[src/rtl/sel_n_chan.sv]
// N-channel min/max selector: runs a soc/eoc conversion on N producers, scans the
// captured samples one per cycle and hands the winner and its index to a dav_/rfd consumer.
module sel_n_chan #(
  parameter int N  = 4,
  parameter int W  = 8,
  parameter int IW = 2
) (
  input  logic            clock,
  input  logic            reset_,
  input  logic [N*W-1:0]  x,
  input  logic [N-1:0]    eoc,
  output logic            soc,
  input  logic            mode,
  output logic [W-1:0]    out,
  output logic [IW-1:0]   idx,
  input  logic            rfd,
  output logic            dav_
);

  typedef enum logic [2:0] {START, WAIT, CMP, OUT, ACK} state_t;

  localparam logic [IW-1:0] LAST = IW'(N - 1);

  state_t          state;
  logic [W-1:0]    smp [N];
  logic            mode_r;
  logic [W-1:0]    cand;
  logic [IW-1:0]   cidx;
  logic [IW-1:0]   cnt;

  logic            take;
  logic [W-1:0]    cand_nxt;
  logic [IW-1:0]   cidx_nxt;

  // Strict comparison so that on ties the earlier (lower-index) channel is kept.
  function automatic logic beats(input logic [W-1:0] a, input logic [W-1:0] b,
                                 input logic want_max);
    return want_max ? (a > b) : (a < b);
  endfunction

  always_comb begin
    take     = beats(smp[cnt], cand, mode_r);
    cand_nxt = take ? smp[cnt] : cand;
    cidx_nxt = take ? cnt : cidx;
  end

  always_ff @(posedge clock or negedge reset_) begin
    if (!reset_) begin
      state  <= START;
      soc    <= 1'b0;
      dav_   <= 1'b1;
      out    <= '0;
      idx    <= '0;
      mode_r <= 1'b0;
      cand   <= '0;
      cidx   <= '0;
      cnt    <= '0;
      for (int k = 0; k < N; k++) smp[k] <= '0;
    end else begin
      case (state)
        // soc must have been seen high before the producers' eoc drop counts.
        START: begin
          if (soc && (eoc == '0)) begin
            soc   <= 1'b0;
            state <= WAIT;
          end else begin
            soc <= 1'b1;
          end
        end
        WAIT: begin
          if (eoc == '1) begin
            for (int k = 0; k < N; k++) smp[k] <= x[k*W +: W];
            mode_r <= mode;
            cnt    <= '0;
            state  <= CMP;
          end
        end
        // cnt==0 seeds the candidate; each later cycle folds in one channel.
        CMP: begin
          if (cnt == '0) begin
            cand <= smp[0];
            cidx <= '0;
            cnt  <= IW'(1);
          end else begin
            cand <= cand_nxt;
            cidx <= cidx_nxt;
            if (cnt == LAST) begin
              out   <= cand_nxt;
              idx   <= cidx_nxt;
              cnt   <= '0;
              state <= OUT;
            end else begin
              cnt <= cnt + 1'b1;
            end
          end
        end
        // dav_ is low for at least one cycle even if rfd is already low on entry.
        OUT: begin
          if (!dav_ && !rfd) begin
            dav_  <= 1'b1;
            state <= ACK;
          end else begin
            dav_ <= 1'b0;
          end
        end
        ACK: begin
          if (rfd) begin
            soc   <= 1'b1;
            state <= START;
          end
        end
        default: state <= START;
      endcase
    end
  end

endmodule

[config.mk]
export PLATFORM = sky130hd
export DESIGN_NAME = sel_n_chan
export DESIGN_NICKNAME = d
export VERILOG_FILES = /design/src/rtl/sel_n_chan.sv
export SDC_FILE = /design/constraint.sdc
export NUM_CORES = 1
export LEC_CHECK = 0
export ABC_CLOCK_PERIOD_IN_PS = 7800
export BUFFER_PORTS_ARGS = -buffer_cell sky130_fd_sc_hd__buf_4
export CORE_AREA = 2 2 77 79
export CTS_BUF_LIST = sky130_fd_sc_hd__clkbuf_4 sky130_fd_sc_hd__clkbuf_8
export DETAILED_ROUTE_END_ITERATION = 6
export DIE_AREA = 0 0 79 81
export GPL_ROUTABILITY_DRIVEN = 0
export PLACE_DENSITY = 0.85
export SLEW_MARGIN = 20
export SYNTH_ARGS = -nofsm -noshare
export SYNTH_HDL_FRONTEND = slang
export SYNTH_SLANG_ARGS = --single-unit
[constraint.sdc]
create_clock -name clock -period 7.8 [get_ports clock]
set_input_delay 1.56 -clock clock [delete_from_list [all_inputs] [get_ports clock]]
set_output_delay 1.56 -clock clock [all_outputs]
set_load 0.02 [all_outputs]
### After elaboration in Yosys (flattened, before gate mapping)

Index checks and enable logic that the tools add are counted.

* bits in registers: 60
* output and inout port bits: 12
* memories kept: 0
* bits in latches: 0
* word-level logic and storage cells: 68
* memory bits (writable): 0
* bits in read-only memories: 0
* input port bits: 40

* mux-type cells: 23
* multiply operators: 0
* bitwise logic cells: 2
* reductions and logical operators: 14
* magnitude comparators: 3
* equal/unequal tests: 12
* shift-type cells: 0
* $add $sub $neg: 1
* divide/modulo/power cells: 0

Operators by type and width (number)
* 2-to-1 mux 8 bit: 4
* 2-to-1 mux 3 bit: 6
* binary-select mux 8 bit (select 2 bit): 1
* one-hot mux 3 bit (5 select lines): 1
* != test 2 bit, second input constant: 6
* 2-to-1 mux 2 bit: 5
* greater-than comparator 8 bit: 1
* < comparator 8 bit: 1
* == test 3 x 2 -> 1 bit, second input constant: 2
* AND reduction 2 bit: 3
* AND reduction 6 bit: 1
* == test 4 bit, second input constant: 1
* zero test 4 bit: 1
* 2-to-1 mux 1 bit: 4
* one-hot mux 2 bit (2 select lines): 1
* nonzero test 2 bit: 2
* == test 3 x 1 -> 1 bit, second input constant: 1
* == test 3 bit, second input constant: 1
* greater-or-equal comparator 3 bit, second input constant: 1
* zero test 3 bit: 1
* inverter 2 -> 3 bit: 1
* AND reduction 3 bit: 1
* adder 2 x 1 -> 2 bit, second input constant: 1
* == test 2 bit, second input constant: 1
* 5 further kinds: 7

### Longest topological paths before layout

Gate-level depths: netlist of run 1.

* word-level depth: 8
* depth in mapped cells: 10
* mapped depth without buffers: 8

### Worst setup path after synthesis of run 1

Ideal clock, no wire load.

* path kind: in2reg
* start: input port eoc[2]
* end: register mode_r
* setup slack: 4.930 ns
* required time: 7.675 ns
* path buffers: 2
* setup time: 0.125 ns
* stages on the path: 5
* arrival: 2.745 ns
* cell sequence: nand4_1 -> or4b_1 -> buf_6 -> buf_6 -> mux2_4

* cells in the longest elaborated chain, start to end: 2

Ends and longest elaborated chain
* start, declared: RTL line 11 `input logic [N-1:0] eoc,`
* == test 4 bit: RTL line 71 `if (eoc == '1) begin`
* AND reduction 2 bit (no source line)
* end signal, assigned: RTL line 73 `mode_r <= mode;`
* end, declared: RTL line 26 `logic mode_r;`

No other way between the ends.
A chain may end at the register's enable or synchronous reset.

### Worst setup path after layout of run 1

* start: register cnt[0]
* end: register cand[3]

* cells in the longest elaborated chain, start to end: 8
* elaborated cells on any way between the ends: 10
* classes of those cells: order compare: 2; mux: 6; bitwise: 1; reduce/logical: 1

Ends and longest elaborated chain
* start, declared: RTL line 29 `logic [IW-1:0] cnt;`
* start signal, assigned: RTL line 93 `cnt <= cnt + 1'b1;`
* inverter 2 -> 3 bit (not written as such): RTL line 42, 43
* binary-select mux 8 bit (select 2 bit): RTL line 42, 43
* 2-to-1 mux 8 bit (not written as such) (2 in series): RTL line 42, 43
* < comparator 8 bit or greater-than comparator 8 bit (tied branches): RTL line 38 `return want_max ? (a > b) : (a < b);`
* 2-to-1 mux 1 bit: RTL line 38
* 2-to-1 mux 8 bit: RTL line 43 `cand_nxt = take ? smp[cnt] : cand;`
* 2-to-1 mux 8 bit *: RTL line 80 `if (cnt == '0) begin`
* end signal, assigned: RTL line 81 `cand <= smp[0];`
* end signal, assigned: RTL line 85 `cand <= cand_nxt;`
* end, declared: RTL line 27 `logic [W-1:0] cand;`

Mark *: on every way between the ends. The rest lies on a longest branch, timed or not. The select of a mux whose other input is x is not followed.

==> results_dict.tcl, run 1 <==
set metrics [dict create \
    status "finished clean" \
    vias 2318 \
    period_share 0.431 \
    synth_top_cell_by_area "dfrtp_1" \
    cts_tree "done" \
    post_cts.repair.setup_buffers 0 \
    postRouteAntennaNets 0 \
    htreeDepth 3 \
    overflow 0 \
    dp_hpwl_um 4360 \
    routed_wl_um 6670 \
    rsz0062_at_grt "no" \
    cts_buffers 9 \
    die_area_sq_um 6400 \
    fin_tns_setup_ns 0 \
    ir_drop_v 0.000246 \
    hold_violations 0 \
    core_sq_um 5680 \
    antennaDiodeCount 0 \
    drt-pass1-iter-count 4 \
    ctsResizeCount 0 \
    drv_slew 0 \
    p_per_area_nw_per_um2 459 \
    grt_pass1_wl_um 10900 \
    min_from "smp[12]$_DFFE_PN0P_" \
    crit_start "cnt[0]$_DFFE_PN0P_" \
    wl_per_cell_um 16.3 \
    clkLatencyLatePin_ns 0.34 \
    maxCapViolCount 0 \
    synth_seq_cells 60 \
    syn_nets 333 \
    path_max_fanout 20 \
    ys_types 33 \
    fin_nets 380 \
    worstPathArrival_ns 3.62 \
    syn_inst 281 \
    grt_max_degree 61 \
    die_h_um 81 \
    fin_skew_ns 0.0102 \
    fin_crit_ns 3.36 \
    syn_area_per_cell_sq_um 12.0 \
    min_path_type "reg2reg" \
    tightestPinTransition_ns 0.975 \
    vias_per_cell 5.68 \
    yosysSeqAreaShare 0.446 \
    portBuffers 51 \
    layout-drive-gt1-share 0.351 \
    drt_iter0_drc 201 \
    cts_buffer_depth 2 \
    clk_pin_slew_ns 0.07 \
    ios 52 \
    endpoint_kind "register" \
    rows 28 \
    yosysWarnings 0 \
    drc 0 \
    final.setup.worst_slack_ns 4.44 \
    root_buffer "clkbuf_8" \
    slew_headroom 0.350 \
    r2r-start "cnt[0]$_DFFE_PN0P_" \
    die_w_um 79 \
    area_growth_pct 19.4 \
    antenna_found_initial 0 \
    critPathKind "reg2reg" \
    leakage_nw 2.04 \
    critPathRequiredTime_ns 8.05 \
    cts_sinks 60 \
    hold_buffers 0 \
    crit_path_start_kind "register" \
    synth_top_area_frac 0.438 \
    synth_area_sq_um 3370 \
    grt_usage 0.226 \
    place_ws_ns 4.44 \
    clock.fmax_mhz 297 \
    start_util 0.594 \
    setup_viol 0 \
    grt_pass1_vias 2253 \
    synth_area_leaders "dfrtp_1 (44%), mux2_4 (12%), mux2i_1 (10%)" \
]
==> sequential cells by signal, summed over array words and instances (netlist names) <==
name    cells
cidx        2
idx         2
dav_        1
out         8
cnt         2
soc         1
cand        8
mode_r      1
smp        32
state       3
==> cells in the final DEF (no fill, tap or decap), types with 2 or more instances in the layout <==
master     instances
nand4_1            3
o211ai_1           2
mux4_2             8
nor2b_1           11
nor2_1            12
o21ai_0           10
mux2_4            28
nand3_1            2
clkbuf_8          11
a21oi_1           31
bufinv_16          3
nor3_1             3
ha_1              12
inv_1             13
mux2i_1           35
buf_4             54
nand2_1           15
mux2_2             6
dfrtp_1           59
==> cell usage after synthesis (all sizes together) <==
cell and count:
dfrtp 59, mux2i 35, mux2 34, a21oi 31
buf 15, nand2 15, inv 13, ha 12
nor2 12, nor2b 11, o21ai 10, mux4 8
clkbuf 3, nand4 3, nor3 3, nand3 2
o211ai 2, a21o 1, a221oi 1, a311oi 1
a31o 1, a41oi 1, and2 1, dfstp 1
nand2b 1, nand3b 1, nor3b 1, nor4 1
or3b 1, or4b 1
==> stage by stage <==
stage | utilization | power, mW | cells | hold WS (ns) | cell area (sq um)
after floorplan | - | 1.28 | 281 | 0.474 | 3370
after global placement | 0.664 | 1.44 | 392 | 0.483 | 3770
after detailed placement | 0.664 | 1.49 | 392 | 0.494 | 3770
after CTS | 0.709 | 1.85 | 408 | 0.511 | 4030
after global routing | 0.709 | 1.97 | 408 | 0.517 | 4030
final | 0.709 | 1.85 | 408 | 0.509 | 4030
==> final cells by class <==
class                           instances  area (sq um)
Multi-Input combinational cell        190          1720
Clock buffer                           12           159
Timing Repair Buffer                   54           405
Fill cell                             403          1650
Tap cell                               75          93.8
Inverter                               13          48.8
Clock inverter                          4          95.1
Sequential cell                        60          1500
==> critical path, cell delays in order, from the launching register on <==
cell	delay, ns
dfrtp_1	0.82
mux4_2	0.64
ha_1	0.34
a21oi_1	0.07
o21ai_0	0.37
nor2_1	0.13
a221oi_4	0.26
buf_4	0.38
mux2i_1	0.25
==> worst paths after layout <==
kind                                       end  slack (ns)  cells after the start
max in group asynchronous  cand[5]$_DFFE_PN0P_        6.03                      1
max reg2reg                cand[3]$_DFFE_PN0P_        4.44                      8
min reg2reg                smp[12]$_DFFE_PN0P_        0.51                      1
max                        cand[3]$_DFFE_PN0P_        4.44                      8
min in group asynchronous   out[5]$_DFFE_PN0P_        1.27                      1
min                        smp[12]$_DFFE_PN0P_        0.51                      1
==> layer usage <==
layer / vias up / routed length (um) / global-route usage
met1: 1136 / 2970 / 0.311
li1: 1099 / - / -
met5: - / 0 / 0
met3: 16 / 328 / 0.0500
met2: 67 / 3180 / 0.337
met4: 0 / 180 / 0.124
==> cell families after synthesis <==
kind of cell | count (synthesis) | synth area share
multiplexers | 77 | 0.302
buffers and inverters | 31 | 0.0508
AO/OA/AOI/OAI | 48 | 0.0779
adder cells (fa/ha/maj) | 12 | 0.0445
AND/OR/NAND/NOR | 53 | 0.0790
flip-flops | 60 | 0.446
==> power breakdown <==
| group | internal [mW] | total [mW] | leakage (nW) | switching, mW |
|---|---|---|---|---|
| Combinational | 0.474 | 0.890 | 1.16 | 0.416 |
| Clock | 0.233 | 0.354 | 0.130 | 0.121 |
| Sequential | 0.457 | 0.602 | 0.752 | 0.145 |
Note: power is estimated with default switching activity, not from simulation.
==> run 2: changes to the inputs <==
Settings changed: ABC_CLOCK_PERIOD_IN_PS 7800 to 3000, CORE_AREA 2 2 77 79 to 2 2 83 85, DIE_AREA 0 0 79 81 to 0 0 85 87, PLACE_DENSITY 0.85 to 0.77.
Clock period 7.8 ns to 3 ns, I/O delays scaled along.
==> run 2 against run 1 <==
Against the previous run:
- first-iteration DRC count rose by 23%
- clock skew fell by 0.0019 ns
- sequential share of layout area fell by 0.19 points
- setup slack got worse by 4.3 ns
- critical path depth rose by 1
- power rose to 2.6 times the previous value
- sequential power rose to 2.5 times the previous value
- largest power group unchanged
- highest routed layer unchanged
==> results_dict.tcl, run 2 (synthesis gave the netlist of run 1 again) <==
set metrics [dict create \
    tightestPinTransition_ns 0.736 \
    cts_buffer_depth 2 \
    core_sq_um 6570 \
    path_cells "buf_4 > mux4_2 > ha_1 > nor2b_1 > o211ai_1 > a21oi_1 > a221oi_4 > buf_12 > mux2i_1" \
    die_h_um 87 \
    fin_nets 385 \
    period_share 0.944 \
    clkLatencyLatePin_ns 0.34 \
    root_buffer "clkbuf_8" \
    cts_tree "done" \
    vias 2308 \
    grt_max_degree 61 \
    largest_registers "smp (32), cand (8), out (8)" \
    vias_per_cell 5.52 \
    cts_sinks 60 \
    endpoint_kind "register" \
    htreeDepth 3 \
    finish.utilization 0.616 \
    start_util 0.513 \
    drt_iter0_drc 248 \
    ios 52 \
    antenna_found_initial 0 \
    antennaDiodeCount 0 \
    critPathRequiredTime_ns 3.26 \
    die_area_sq_um 7400 \
    largest_register_ffs 32 \
    worstPathArrival_ns 3.09 \
    min_path_type "in2async" \
    slew_headroom 0.509 \
    rsz0062_at_grt "no" \
    path_max_fanout 20 \
    hold_violations 0 \
    maxCapViolCount 0 \
    drc 0 \
    crit_slowest_cell "mux4_2" \
    dp_cells 402 \
    hold_buffers 0 \
    postRouteAntennaNets 0 \
    mostFrequentLayoutCells "dfrtp_1 (58), buf_4 (58), mux2i_1 (35), a21oi_1 (31), mux2_4 (28)" \
    fin_skew_ns 0.00824 \
    die_w_um 85 \
    status "finished clean" \
    wl_per_cell_um 15.9 \
    drv_slew 0 \
    finalNonFillerCells 418 \
    max_stage_delay_ns 0.58 \
    clk_pin_slew_ns 0.07 \
    area_growth_pct 20.1 \
    top_register "smp" \
    drt-pass1-iter-count 4 \
    crit_path_start_kind "register" \
    p_per_area_nw_per_um2 1180 \
    fin_crit_ns 2.83 \
    portBuffers 51 \
    grt_pass1_wl_um 11500 \
    dp_hpwl_um 4700 \
    ir_drop_v 0.000727 \
    rows 30 \
    routed_wl_um 6650 \
    leakage_nw 2.06 \
    clock.fmax_mhz 353 \
    reg2reg_slack_ns 0.17 \
    fin_tns_setup_ns 0 \
    setup_viol 0 \
    overflow 0 \
    layout-drive-gt1-share 0.364 \
    critPathKind "reg2reg" \
    grt_usage 0.197 \
    grt_pass1_vias 2412 \
    post_cts.repair.setup_buffers 0 \
    cts_buffers 9 \
]
[run 2: through the flow]
step	worst slack [ns]	hold slack (ns)	area, sq um	power, mW
final	0.167	0.329	4050	4.80
after global routing	0.0122	0.385	4050	5.15
after CTS	0.106	0.357	4050	4.80
after detailed placement	0.145	0.494	3830	3.98
after global placement	0.286	0.490	3830	3.87
after floorplan	0.354	0.304	3370	3.32
[run 2: critical path, delay by kind of cell (launching register included)]
| family | cells | cell delay, ns |
|---|---|---|
| multiplexers | 2 | 0.80 |
| adder cells (fa/ha/maj) | 1 | 0.31 |
| buffers and inverters | 2 | 0.43 |
| AO/OA/AOI/OAI | 3 | 0.66 |
| AND/OR/NAND/NOR | 1 | 0.14 |
| flip-flops | 1 | 0.41 |
[run 2: final timing paths]
kind / startpoint / endpoint / depth (start not counted)
max: cnt[0]$_DFFE_PN0P_ / cand[3]$_DFFE_PN0P_ / 9
min: reset_ / smp[17]$_DFFE_PN0P_ / 1
max reg2reg: cnt[0]$_DFFE_PN0P_ / cand[3]$_DFFE_PN0P_ / 9
min reg2reg: smp[2]$_DFFE_PN0P_ / smp[2]$_DFFE_PN0P_ / 1
max in group asynchronous: reset_ / cnt[0]$_DFFE_PN0P_ / 1
min in group clock: rfd / state[2]$_DFFE_PN0P_ / 2
[run 2: metal layers]
metal	wire length [um]	part of all wire	GRT usage	up-vias
met2	3100	0.47	0.317	72
met4	79	0.012	0.0592	0
met5	0	0	0	-
met3	351	0.053	0.0502	7
li1	-	-	-	1107
met1	3120	0.47	0.265	1122
[run 2: cell type report]
type                    count  area (sq um)
clock buffers              11           145
clock inverters             5          75.1
fillers                   488          2520
inverters                  13          48.8
multi-input cells         190          1720
flip-flops and latches     60          1500
well taps                  80           100
repair buffers             59           455
[run 2: report_power, final]
group          internal, mW  leakage [nW]  total (mW)  switching (mW)
logic                  1.32          1.19        2.45            1.14
registers              1.19         0.751        1.53           0.343
clock network         0.495         0.116       0.806           0.311
[run 2: timing repair]
item / 4_1_cts / 5_1_grt
hold endpoints to repair: 0 / 0
endpoints found under the setup margin: 0 / 10
resized for setup: 0 / 1
==> run 3: changes to the inputs <==
Settings changed: BUFFER_PORTS_ARGS -buffer_cell sky130_fd_sc_hd__buf_4 to default, CORE_AREA 2 2 83 85 to 2 2 80 82, CTS_BUF_LIST sky130_fd_sc_hd__clkbuf_4 sky130_fd_sc_hd__clkbuf_8 to default, DIE_AREA 0 0 85 87 to 0 0 82 84, DONT_BUFFER_PORTS from default to 1, PLACE_DENSITY 0.77 to 0.74.
==> run 3 against run 2 <==
Against the previous run:
- setup slack improved by 0.027 ns
- sequential share of layout area grew 3.5 points
- sequential power up 4%
- count of clock-buffer cells in the layout grew 1
- combinational power shrank 7%
- core utilization shrank 0.99 points
- final cell count fell by 13%
- power fell by 1.6%
- critical endpoint is now cand[2]$_DFFE_PN0P_
- largest cell class unchanged
==> results_dict.tcl, run 3 (synthesis gave the netlist of run 1 again) <==
set metrics [dict create \
    met1_usage 0.326 \
    drt_iter0_drc 180 \
    min_path_type "in2async" \
    htreeDepth 3 \
    root_buffer "clkbuf_8" \
    cpLargestDelayFamily "multiplexers" \
    max_stage_delay_ns 0.57 \
    mostFrequentLayoutCells "dfrtp_1 (58), mux2i_1 (35), a21oi_1 (31), mux2_4 (28), nand2_1 (15)" \
    clock.fmax_mhz 356 \
    antenna_found_initial 0 \
    crit_buf_inv 2 \
    wl_per_cell_um 17.6 \
    clk_pin_slew_ns 0.06 \
    ios 52 \
    vias 2134 \
    grt_pass1_wl_um 10600 \
    maxCapViolCount 0 \
    clkLatencyLatePin_ns 0.35 \
    slew_headroom 0.534 \
    die_h_um 84 \
    cts_buffer_depth 2 \
    dp_cells 347 \
    p_per_area_nw_per_um2 1280 \
    path_max_fanout 20 \
    path_cells "buf_4 > mux4_2 > ha_1 > nor2b_1 > o211ai_1 > a21o_1 > a221oi_4 > buf_12 > mux2i_1" \
    drt-pass1-iter-count 4 \
    drv_slew 0 \
    area_growth_pct 9.65 \
    cts_tree "done" \
    mostFrequentLayoutCell "dfrtp_1" \
    die_area_sq_um 6890 \
    worstPathArrival_ns 3.07 \
    met2_usage 0.260 \
    ir_drop_v 0.000807 \
    grt_util_met3 0.0595 \
    reg2reg_slack_ns 0.19 \
    overflow 0 \
    leakage_nw 1.82 \
    drc 0 \
    fin_tns_setup_ns 0 \
    antennaDiodeCount 0 \
    power_mw 4.72 \
    grt.busiest_layer "met1" \
    critPathKind "reg2reg" \
    cts_sinks 60 \
    start_util 0.553 \
    largest_register_ffs 32 \
    status "finished clean" \
    dp_hpwl_um 4380 \
    finalNonFillerCells 364 \
    post_cts.repair.setup_buffers 0 \
    layout-drive-gt1-share 0.251 \
    crit_slowest_cell "mux4_2" \
    vias_per_cell 5.86 \
    critPathRequiredTime_ns 3.27 \
    largest_registers "smp (32), cand (8), out (8)" \
    cts_buffers 9 \
    grt_pass1_vias 2056 \
    endpoint_kind "register" \
    rows 29 \
    hold_violations 0 \
    core_sq_um 6100 \
    grt_max_degree 60 \
    portBuffers 0 \
    die_w_um 82 \
    fin_skew_ns 0.00926 \
    grt_usage 0.209 \
    period_share 0.935 \
    routed_wl_um 6420 \
    setup_viol 0 \
    fin_crit_ns 2.81 \
    top_register "smp" \
    crit_path_start_kind "register" \
    postRouteAntennaNets 0 \
    fin_nets 334 \
    tightestPinTransition_ns 0.699 \
    rsz0062_at_grt "no" \
]
run 3: where the power goes:
group          switching (mW)  internal (mW)
sequential              0.402           1.19
combinational            1.04           1.24
clock                   0.311          0.532
total                    1.76           2.96
run 3: layout make-up:
class,instances,area [sq um]
fillers,478,2400
multi-input cells,190,1720
flip-flops and latches,60,1500
clock buffers,12,165
well taps,77,96.3
repair buffers,8,92.6
clock inverters,4,70.1
inverters,13,48.8
run 3: routing by layer:
metal  wire length [um]  up-vias  part of all wire
met5                  0        -                 0
met3                438       13             0.068
met2               2780       66              0.43
li1                   -     1008                 -
met1               3080     1047              0.48
met4                123        0             0.019
run 3: through the flow:
step	setup slack [ns]	hold slack (ns)	util	instance area [sq um]
after floorplan	0.354	0.304	-	3370
after global placement	0.195	0.306	0.563	3430
after detailed placement	0.103	0.306	0.563	3430
after CTS	0.0961	0.0756	0.606	3700
after global routing	0.0656	0.0753	0.607	3700
final	0.194	0.0880	0.607	3700
run 3: worst reg2reg max path: stages, from the launching register on:
cell	delay, ns
dfrtp_2	0.45
buf_4	0.19
mux4_2	0.57
ha_1	0.32
nor2b_1	0.16
o211ai_1	0.12
a21o_1	0.20
a221oi_4	0.27
buf_12	0.23
mux2i_1	0.22
run 3: worst paths after layout:
path	startpoint	end	depth (start not counted)
hold / removal	reset_	dav_$_DFFE_PN1P_	0
hold reg to reg	smp[15]$_DFFE_PN0P_	smp[15]$_DFFE_PN0P_	1
setup reg to reg	cnt[0]$_DFFE_PN0P_	cand[2]$_DFFE_PN0P_	9
setup / recovery	cnt[0]$_DFFE_PN0P_	cand[2]$_DFFE_PN0P_	9
min in group clock	rfd	state[2]$_DFFE_PN0P_	1
max in group asynchronous	reset_	cnt[0]$_DFFE_PN0P_	1
run 3: repair_timing:
item / in CTS / in global routing
setup endpoints to repair: 0 / 14
hold buffers: 1 / 0
gates resized for setup: 0 / 1
endpoints found under the hold margin: 59 / 0
